===== config.mk =====
export PLATFORM = sky130hd
export DESIGN_NAME = desc_word_sender
export DESIGN_NICKNAME = d
export VERILOG_FILES = /design/src/rtl/desc_word_sender.sv
export SDC_FILE = /design/constraint.sdc
export NUM_CORES = 1
export LEC_CHECK = 0
export CAP_MARGIN = 15
export CORE_MARGIN = 2
export CORE_UTILIZATION = 50
export DETAILED_ROUTE_END_ITERATION = 8
export GPL_ROUTABILITY_DRIVEN = 0
export HOLD_SLACK_MARGIN = 0.12
export PLACE_DENSITY = 0.7
export SETUP_SLACK_MARGIN = 0.3
export SLEW_MARGIN = 20
export SYNTH_ARGS = -nofsm -noshare
export SYNTH_HDL_FRONTEND = slang
export SYNTH_SLANG_ARGS = --single-unit
export TNS_END_PERCENT = 100

===== constraint.sdc =====
create_clock -name clk -period 1.79 [get_ports clk]
set_input_delay 0.358 -clock clk [delete_from_list [all_inputs] [get_ports clk]]
set_output_delay 0.358 -clock clk [all_outputs]
set_load 0.005 [all_outputs]

===== src/rtl/desc_word_sender.sv =====
// Descriptor-load transmitter: packs 8-bit descriptor pixels into 32-bit words
// and hands them to the NCC array through a small word FIFO with ready/ack.
module desc_word_sender #(
  parameter int unsigned NUM_PIXELS = 256,
  parameter int unsigned FIFO_DEPTH = 2,
  localparam int unsigned NUM_WORDS = NUM_PIXELS / 4,
  localparam int unsigned WC_W      = (NUM_WORDS > 1) ? $clog2(NUM_WORDS) : 1
) (
  input  logic            clk,
  input  logic            rst,
  input  logic            start,
  input  logic [7:0]      pix_in,
  input  logic            pix_valid,
  output logic            pix_ready,
  output logic [31:0]     desc_data_out,
  output logic            desc_data_ready,
  input  logic            desc_data_ack,
  output logic            busy,
  output logic            desc_done,
  output logic [WC_W-1:0] word_count
);

  localparam int unsigned PTR_W = (FIFO_DEPTH > 1) ? $clog2(FIFO_DEPTH) : 1;
  localparam int unsigned CNT_W = $clog2(FIFO_DEPTH + 1);
  localparam logic [WC_W-1:0]  LAST_WORD = WC_W'(NUM_WORDS - 1);
  localparam logic [PTR_W-1:0] LAST_PTR  = PTR_W'(FIFO_DEPTH - 1);
  localparam logic [CNT_W-1:0] FULL_CNT  = CNT_W'(FIFO_DEPTH);

  typedef enum logic [1:0] {IDLE, PACK, DRAIN, DONE} state_t;

  state_t           state_q, state_d;
  logic [1:0]       lane_q, lane_d;
  logic [23:0]      pack_q, pack_d;      // lanes 0-2; lane 3 goes straight to the FIFO
  logic [WC_W-1:0]  pushed_q, pushed_d;  // pixel counter in word units (lane_q holds the low bits)
  logic [WC_W-1:0]  acked_q, acked_d;
  logic [31:0]      mem_q [FIFO_DEPTH];
  logic [31:0]      mem_d [FIFO_DEPTH];
  logic [PTR_W-1:0] wr_ptr_q, wr_ptr_d;
  logic [PTR_W-1:0] rd_ptr_q, rd_ptr_d;
  logic [CNT_W-1:0] cnt_q, cnt_d;
  logic [31:0]      last_q, last_d;

  logic fifo_empty, fifo_full, pop, accept, push;

  assign fifo_empty = (cnt_q == '0);
  assign fifo_full  = (cnt_q == FULL_CNT);
  assign pop        = ~fifo_empty & desc_data_ack;
  assign pix_ready  = (state_q == PACK) & ((lane_q != 2'd3) | ~fifo_full | pop);
  assign accept     = pix_valid & pix_ready;
  assign push       = accept & (lane_q == 2'd3);

  // Last popped word is shown while the FIFO is empty so the bus never shows stale slots.
  assign desc_data_out   = fifo_empty ? last_q : mem_q[rd_ptr_q];
  assign desc_data_ready = ~fifo_empty;
  assign busy            = (state_q != IDLE);
  assign desc_done       = (state_q == DONE);
  assign word_count      = acked_q;

  always_comb begin
    state_d  = state_q;
    lane_d   = lane_q;
    pack_d   = pack_q;
    pushed_d = pushed_q;
    acked_d  = acked_q;
    mem_d    = mem_q;
    wr_ptr_d = wr_ptr_q;
    rd_ptr_d = rd_ptr_q;
    cnt_d    = cnt_q;
    last_d   = last_q;

    unique case (state_q)
      IDLE: begin
        if (start) begin
          state_d  = PACK;
          lane_d   = '0;
          pushed_d = '0;
          acked_d  = '0;
        end
      end
      PACK: begin
        if (push && (pushed_q == LAST_WORD)) state_d = DRAIN;
      end
      DRAIN: begin
        if (pop && (acked_q == LAST_WORD)) state_d = DONE;
      end
      DONE: state_d = IDLE;
      default: state_d = IDLE;
    endcase

    if (accept) begin
      lane_d = lane_q + 2'd1;
      unique case (lane_q)
        2'd0: pack_d[23:16] = pix_in;
        2'd1: pack_d[15:8]  = pix_in;
        2'd2: pack_d[7:0]   = pix_in;
        default: begin
          mem_d[wr_ptr_q] = {pack_q, pix_in};
          wr_ptr_d        = (wr_ptr_q == LAST_PTR) ? '0 : wr_ptr_q + PTR_W'(1);
          pushed_d        = (pushed_q == LAST_WORD) ? '0 : pushed_q + WC_W'(1);
        end
      endcase
    end

    if (pop) begin
      last_d   = mem_q[rd_ptr_q];
      rd_ptr_d = (rd_ptr_q == LAST_PTR) ? '0 : rd_ptr_q + PTR_W'(1);
      acked_d  = (acked_q == LAST_WORD) ? '0 : acked_q + WC_W'(1);
    end

    unique case ({push, pop})
      2'b10:   cnt_d = cnt_q + CNT_W'(1);
      2'b01:   cnt_d = cnt_q - CNT_W'(1);
      default: cnt_d = cnt_q;
    endcase
  end

  always_ff @(posedge clk or negedge rst) begin
    if (!rst) begin
      state_q  <= IDLE;
      lane_q   <= '0;
      pack_q   <= '0;
      pushed_q <= '0;
      acked_q  <= '0;
      for (int unsigned i = 0; i < FIFO_DEPTH; i++) mem_q[i] <= '0;
      wr_ptr_q <= '0;
      rd_ptr_q <= '0;
      cnt_q    <= '0;
      last_q   <= '0;
    end else begin
      state_q  <= state_d;
      lane_q   <= lane_d;
      pack_q   <= pack_d;
      pushed_q <= pushed_d;
      acked_q  <= acked_d;
      mem_q    <= mem_d;
      wr_ptr_q <= wr_ptr_d;
      rd_ptr_q <= rd_ptr_d;
      cnt_q    <= cnt_d;
      last_q   <= last_d;
    end
  end

endmodule


; ---- Yosys cells after proc, flatten, opt, wreduce, memory -nomap -nowiden
; Index checks and enable logic that the tools add are counted.
[classes]
n_reduce_logical = 20
n_eq_ne = 15
muxes = 26
add_sub_neg = 7
magnitude_cmp = 3
bitwise = 11
[ops]
columns = op, n
row1 = $mux 32, 5
row2 = $bwmux 64, 1
row3 = $mux 6, 9
row4 = $demux 32 s1, 1
row5 = $add 6x1->6 const B, 2
row6 = $eq 2x2->1 const B, 6
row7 = $eq 6x6->1 const B, 2
row8 = $mux 2, 6
row9 = $reduce_and 2->1, 6
row10 = $reduce_bool 2->1, 6
row11 = $pmux 2 s4, 1
row12 = $eq 2x1->1 const B, 3
row13 = $logic_not 2->1, 3
row14 = $ne 2x2->1 const B, 3
row15 = $add 2x1->2 const B, 2
row16 = $and 1x1->1, 4
row17 = $ge 2x2->1 const B, 2
row18 = $not 1->2, 2
row19 = $pmux 2 s2, 1
row20 = $logic_and 1x1->1, 3
row21 = $not 1->1, 3
row22 = $reduce_and 3->1, 1
row23 = $reduce_or 3->1, 1
row24 = $add 1x1->1 const B, 2
row25 = 5 further kinds, 7
[word_totals]
out_inout_bits = 42
word_cells = 95
register_bits = 140

; ---- Longest topological paths before layout
; Gate-level depths: netlist of the first run.
[logic_depth]
word_depth = 10
depth_mapped = 8

; ---- Worst setup path before layout of the first run
; Ideal clock, no wire load.
[synth_path]
kind = reg2reg
startpoint = register state_q[1]
endpoint = register mem_q[22] (netlist name)
stages_incl_launch_ff = 9
required_time_ps = 1665
setup_ps = 125
period_less_slack_ps = 1796
arrival_ps = 1671
setup_slack_ps = -6
path_buffers = 2
path_cell_list = dfrtp_1 > inv_1 > ha_1 > and3_1 > and2_4 > buf_6 > nand2_4 > buf_6 > mux2_4
[synth_via]
elab_chain_len = 4
[synth_lines]
columns = element, line_no
row1 = start: declaration, 31  ; state_t state_q, state_d;
row2 = start signal: assignment, 130  ; state_q <= state_d;
row3 = $eq 2x1->1, 48  ; assign pix_ready = (state_q == PACK) & ((lane_q != 2'd3) | ~fifo_full | pop);
row4 = $and 1x1->1, 48
row5 = $and 1x1->1, 49  ; assign accept = pix_valid & pix_ready;
row6 = $reduce_and 2->1 (no line), -
row7 = end signal: assignment, 135  ; mem_q <= mem_d;
row8 = end: declaration, 36  ; logic [31:0] mem_q [FIFO_DEPTH];
; No other way between the ends.
; A chain may end at the register's enable or synchronous reset.

; ---- Worst setup path in the final report of the first run
[layout_path]
startpoint = register cnt_q[1]
endpoint = output port desc_data_out[7]
[layout_via]
elab_chain_len = 2
[layout_lines]
columns = element, line_no
row1 = start: declaration, 40  ; logic [CNT_W-1:0] cnt_q, cnt_d;
row2 = start signal: assignment, 138  ; cnt_q <= cnt_d;
row3 = $logic_not 2->1, 45  ; assign fifo_empty = (cnt_q == '0);
row4 = $mux 32, 53  ; assign desc_data_out = fifo_empty ? last_q : mem_q[rd_ptr_q];
row5 = end: declaration, 15  ; output logic [31:0] desc_data_out,
; No other way between the ends.

==> results.py, run 1 <==
metrics = {
    "logic_synthesis": {
        "synth_edf_count": 0,
        "asyncSetResetFlopFracSynth_pct": 100,
        "synth_top_flop_cell": "dfrtp_1",
        "synth_warnings": 0,
        "seq_area_frac_synth_pct": 54.9,
        "syn_avg_cell_area_um2": 12.3,
        "netlist-cell-type-count": 41,
        "synthCells": 518,
        "yosys_register_bits": 140,
        "syn_area_um2": 6380,
        "synth_nets": 543,
    },
    "sta": {
        "layout_min_cycle_time_ps": 2190,
        "hold_viol": 0,
        "rsz0062_at_grt": "yes",
        "max_freq_mhz": 456,
        "relSlewSlack_pct": 64.7,
        "hold_ws_ps": 464,
        "setup_ws_ps": -403,
        "finalMaxSlewViolations": 0,
        "worst_slew_pin_slew_ps": 529,
        "setup_viol": 154,
        "clock_skew_ps": 13.2,
        "fin_crit_sh_pct": 123,
    },
    "floorplan": {
        "die_h_um": 117,
        "start_util_pct": 50.9,
        "io-pin-count": 55,
        "die_w_um": 117,
        "fp.dieArea_um2": 13700,
        "core_area_um2": 12500,
        "rows": 41,
    },
    "drt": {
        "antenna_left": 0,
        "wirelength_mm": 22.0,
        "viasPerCell": 5.92,
        "drc": 0,
        "first_pass_iters": 5,
        "first_iter_violations": 404,
        "route.detailed.wl_per_inst_um": 25.6,
        "vias": 5089,
    },
    "critical_path": {
        "crit_type": "reg2out",
        "critPathArrivalTime_ps": 1830,
        "end_kind": "primary output",
        "crit_path_max_fanout": 6,
        "worst_setup_path_start_kind": "flop",
        "crit_required_ps": 1430,
    },
    "global_routing": {
        "grt_pass1_vias": 5216,
        "grt_pass1_wl_mm": 31.1,
        "antenna_found_initial": 0,
        "overflow": 0,
        "grt_max_degree": 51,
        "grt_use_total_pct": 31.6,
    },
    "cts": {
        "cts.sinks": 140,
        "clock_latency_ps": 440,
        "cts_root_buf": "clkbuf_16",
        "clk_pin_slew_ps": 70,
        "numCtsBuffers": 17,
        "cts_buffer_depth": 2,
        "cts_tree": "yes",
        "h-tree-depth": 4,
    },
    "final_layout": {
        "finalNonFillerCells": 859,
        "area_growth_syn_to_layout_pct": 59.0,
        "drive_gt1_share_pct": 62.4,
        "diodes": 0,
        "final_net_count": 699,
    },
    "power_and_ir_drop": {
        "irDropWorstVdd_uv": 1120,
        "p_per_area_nw_per_um2": 2020,
        "p_leak_nw": 4.78,
    },
    "flow_run": {
        "cap_violations": 0,
    },
    "run_status": {
        "violations": "negative setup slack",
        "run_status": "complete, but fails checks",
    },
    "place": {
        "place_hpwl_mm": 8.85,
        "dp_cells": 748,
        "portBuffers": 54,
    },
    "min_path": {
        "min_path_type": "in2async",
    },
}
[registers in the layout (all words and copies together) (netlist names)]
name        flops
cnt_q           2
lane_q          2
last_q         32
mem_q          64
pack_q         24
pushed_q        6
rd_ptr_q        1
state_q         2
word_count      6
wr_ptr_q        1
[synth_stat cells, types with 3 or more instances]
master	count	share of area [%]
mux2_2	53	9.4
o21ai_0	40	3.1
mux2_4	31	7.3
clkbuf_1	9	0.53
mux2i_1	34	5.3
buf_4	5	0.59
ha_1	12	2.4
buf_2	4	0.31
nand2_1	48	2.8
nand3_1	7	0.55
xnor2_1	5	0.69
mux2_1	6	1.1
buf_1	5	0.29
and3_1	3	0.29
dfrtp_1	140	55
inv_1	8	0.47
nand2_4	4	0.71
nor2_1	39	2.3
a21oi_1	36	2.8
[stage by stage]
stage | worst slack (ps) | cell area, µm² | total power (W) | setup TNS (ps) | utilization [%]
6_report | -403 | 10100 | 0.0205 | -29910 | 81.0
5_1_grt | -431 | 10100 | 0.0213 | -36530 | 81.0
4_1_cts | -324 | 9770 | 0.0191 | -15790 | 78.0
3_5_place_dp | -323 | 7560 | 0.0126 | -26300 | 60.4
3_3_place_gp | -271 | 7560 | 0.0122 | -23060 | 60.4
2_1_floorplan | 101 | 6650 | 0.00984 | 0 | -
[timing repair]
action / 4_1_cts / 5_1_grt
setup buffers: 48 / 9
hold buffers: 1 / 0
endpoints found under the hold margin: 45 / 0
resized for setup: 362 / 89
pin swaps: 25 / 21
gates cloned: 19 / 2
setup endpoints to repair: 175 / 176
[layer usage]
layer,vias up,track usage [%],routed length (µm)
li1,2137,-,-
met3,81,5.56,1330
met2,235,53.1,11100
met1,2636,40.3,8640
met4,0,13.6,947
met5,-,0,0
[power by group]
group	internal [W]	switching, W	total (W)	leakage [nW]
Sequential	0.00466	0.00140	0.00606	1.72
Clock	0.00247	0.00148	0.00395	0.313
Combinational	0.00579	0.00471	0.0105	2.75
Total	0.0129	0.00759	0.0205	4.78
[layout make-up]
class	count	area, µm²
flip-flops and latches	140	3510
inverters	8	40.0
clock inverters	15	220
multi-input cells	343	3660
fillers	613	2380
repair buffers	164	2070
well taps	172	215
clock buffers	17	425
[placed cells by master (no fill, tap or decap), types with 19 or more instances in the layout]
cell       netlist  layout
buf_4            5      34
o21ai_2          1      29
buf_6            2      31
clkbuf_16        0      19
mux2i_1         34      31
buf_2            4      29
buf_16           0      19
dfrtp_1        140     138
buf_12           0      25
a21oi_2          0      31
nand2_1         48      25
nor2_4           0      30
mux2_4          31      81
[worst max-delay path, stage by stage, from the launching register on]
cell	delay (ps)
dfrtp_1	400
or2_4	270
buf_12	150
buf_8	130
buf_16	150
nor2_4	110
a21oi_2	50
buf_2	140
[final timing paths]
path                                       startpoint  cells after the start  slack [ps]                endpoint
min in group clk                mem_q[42]$_DFFE_PN0P_                      1         510   mem_q[42]$_DFFE_PN0P_
worst max register to register   cnt_q[0]$_DFFE_PN0P_                     10        -290   mem_q[19]$_DFFE_PN0P_
max in group asynchronous                         rst                      3         710   lane_q[1]$_DFFE_PN0P_
worst min-delay path                              rst                      2         460  pack_q[19]$_DFFE_PN0P_
worst min register to register  mem_q[42]$_DFFE_PN0P_                      1         510   mem_q[42]$_DFFE_PN0P_
worst max-delay path             cnt_q[1]$_DFFE_PN0P_                      7        -400        desc_data_out[7]
[logic make-up after synthesis]
logic type,synth area share (%)
muxes,23.1
and+or+nand+nor,8.12
AOI/OAI and AO/OA,7.54
adders and majority gates,2.35
DFF,54.9
xor gates and xnor gates,0.962
buffers and inverters,3.02
No activity file was read; power rests on OpenSTA's default activity.
==> run 2, diff against run 1 <==
- CELL_PAD_IN_SITES_DETAIL_PLACEMENT: not set -> 1
- CELL_PAD_IN_SITES_GLOBAL_PLACEMENT: not set -> 1
- CORE_UTILIZATION: 50 -> 42
- PLACE_DENSITY: 0.7 -> 0.72
- RECOVER_POWER: not set -> 25
==> results.py, run 2 (synthesis gave the netlist of run 1 again) <==
metrics = {
    "final_layout": {
        "layout_common_cells": "138 x dfrtp_1, 71 x buf_6, 61 x mux2_4",
        "drive_gt1_share_pct": 69.6,
        "area_growth_syn_to_layout_pct": 70.4,
        "multiInputGateArea_um2": 4000,
        "seq_area_um2": 3510,
        "layout_commonest_cell": "dfrtp_1",
        "diodes": 0,
        "top_regs": "mem_q x64, last_q x32, pack_q x24",
        "largest_reg_flops": 64,
        "top_register": "mem_q",
        "fillers": 1295,
        "final_net_count": 743,
    },
    "cts": {
        "cts_buffer_depth": 2,
        "clock_latency_ps": 460,
        "cts_tree": "yes",
        "numCtsBuffers": 17,
        "cts_root_buf": "clkbuf_16",
        "h-tree-depth": 4,
        "clk_pin_slew_ps": 70,
        "cts.sinks": 140,
    },
    "power_and_ir_drop": {
        "p_total_w": 0.0234,
        "netSwitchingPower_w": 0.00929,
        "internal-power_w": 0.0141,
        "p_leak_nw": 5.00,
        "p_comb_share_pct": 53.9,
        "irDropWorstVdd_uv": 1400,
        "p_seq_share_pct": 28.5,
        "p_clk_share_pct": 17.7,
        "p_per_area_nw_per_um2": 2150,
        "p_sw_share_pct": 39.7,
    },
    "sta": {
        "rsz0062_at_grt": "yes",
        "layout_min_cycle_time_ps": 2260,
        "clock_skew_ps": 21.1,
        "fin_crit_sh_pct": 127,
        "worst_slew_pin_slew_ps": 1300,
        "finalMaxSlewViolations": 0,
        "hold_ws_ps": 539,
        "relSlewSlack_pct": 13.1,
        "hold_viol": 0,
        "setup_ws_ps": -475,
        "setup_viol": 174,
        "max_freq_mhz": 442,
    },
    "global_routing": {
        "grtUsageMet1_pct": 37.1,
        "grt_use_total_pct": 30.3,
        "grt_max_degree": 52,
        "grt_pass1_wl_mm": 35.7,
        "grt-busiest-layer": "met2",
        "use_met3_pct": 6.03,
        "grt_pass1_vias": 5659,
        "overflow": 0,
        "antenna_found_initial": 0,
        "use_met2_pct": 52.8,
    },
    "drt": {
        "viasPerCell": 5.90,
        "wirelength_mm": 30.0,
        "antenna_left": 0,
        "drc": 0,
        "route.detailed.wl_per_inst_um": 32.7,
        "first_pass_iters": 5,
        "first_iter_violations": 407,
        "vias": 5412,
    },
    "critical_path": {
        "critPathArrivalTime_ps": 1910,
        "worst_setup_path_start_kind": "flop",
        "crit_path_max_fanout": 8,
        "crit_type": "reg2out",
        "crit_required_ps": 1430,
        "critical_path_buf_inv_count": 3,
        "crit_chain": "buf_12, buf_8, mux2i_4, a21oi_2, buf_2",
        "path_delay_family": "flip-flops",
        "end_kind": "primary output",
        "cp_slowest_cell": "dfrtp_4",
        "cp_slowest_stage_delay_ps": 600,
    },
    "floorplan": {
        "rows": 45,
        "core_area_um2": 15000,
        "start_util_pct": 42.4,
        "fp.dieArea_um2": 16200,
        "io-pin-count": 55,
        "die_w_um": 127,
        "die_h_um": 127,
    },
    "run_status": {
        "violations": "negative setup slack",
        "run_status": "complete, but fails checks",
    },
    "place": {
        "place_hpwl_mm": 9.77,
        "portBuffers": 54,
    },
    "min_path": {
        "min_path_type": "reg2reg",
    },
    "flow_run": {
        "cap_violations": 0,
    },
}
-- run 2: changes by cell type in the layout (fill, tap and decap cells not counted), moves of 13 or more --
| cell | change |
|---|---|
| nor2_4 | -14 |
| buf_6 | +40 |
| mux2i_1 | -27 |
| mux2_4 | -20 |
| mux2i_4 | +27 |
| nand2_4 | +13 |
| mux2_2 | +20 |
-- run 2: path summary, 6_finish.rpt --
check	from	end	slack (ps)	cells after the start
max	rd_ptr_q$_DFFE_PN0P_	desc_data_out[2]	-470	5
min	mem_q[5]$_DFFE_PN0P_	mem_q[5]$_DFFE_PN0P_	540	1
max reg2reg	cnt_q[0]$_DFFE_PN0P_	cnt_q[1]$_DFFE_PN0P_	-420	12
min reg2reg	mem_q[5]$_DFFE_PN0P_	mem_q[5]$_DFFE_PN0P_	540	1
max in group asynchronous	rst	last_q[4]$_DFFE_PN0P_	140	3
min in group asynchronous	rst	mem_q[14]$_DFFE_PN0P_	740	2
-- run 2: metrics by stage --
step	TNS [ps]	cells	cell area (µm²)	util (%)	setup slack, ps
after global placement	-20680	762	7530	50.1	-244
after CTS	-16340	882	9980	66.4	-373
after global routing	-44110	918	10900	72.3	-480
final	-36640	918	10900	72.3	-475
after detailed placement	-24870	762	7530	50.1	-302
after floorplan	0	518	6650	-	101
-- run 2: routing by layer --
metal	vias up	share of wire (%)
met2	211	52
met5	-	0
met4	0	4.2
met1	2896	38
met3	87	5.0
li1	2218	-
-- run 2: what timing repair did --
| item | CTS | global route |
|---|---|---|
| pin swaps | 54 | 50 |
| cloned | 13 | 8 |
| endpoints found under the hold margin | 47 | 0 |
| hold buffers | 1 | 0 |
| setup buffers | 75 | 28 |
| setup endpoints to repair | 143 | 180 |
| resized for setup | 400 | 164 |
-- run 2: layout make-up --
| type | count | area share (%) |
|---|---|---|
| Multi-Input combinational cell | 343 | 36.8 |
| Tap cell | 188 | 2.16 |
| Clock inverter | 10 | 1.73 |
| Sequential cell | 140 | 32.3 |
| Inverter | 8 | 0.345 |
| Clock buffer | 21 | 4.24 |
| Timing Repair Buffer | 208 | 22.4 |
-- run 2: power by group through the flow --
stage	Clock (W)	Sequential (W)	Combinational, W
after floorplan	0	0.00540	0.00444
after global placement	0	0.00560	0.00667
after detailed placement	0	0.00573	0.00693
after CTS	0.00397	0.00607	0.00998
after global routing	0.00424	0.00674	0.0131
final	0.00414	0.00666	0.0126
==> run 3, diff against run 2 <==
- CAP_MARGIN: 15 -> not set
==> results of run 3 <==
Same layout as run 2: the final DEF is identical, and so are final timing and power.
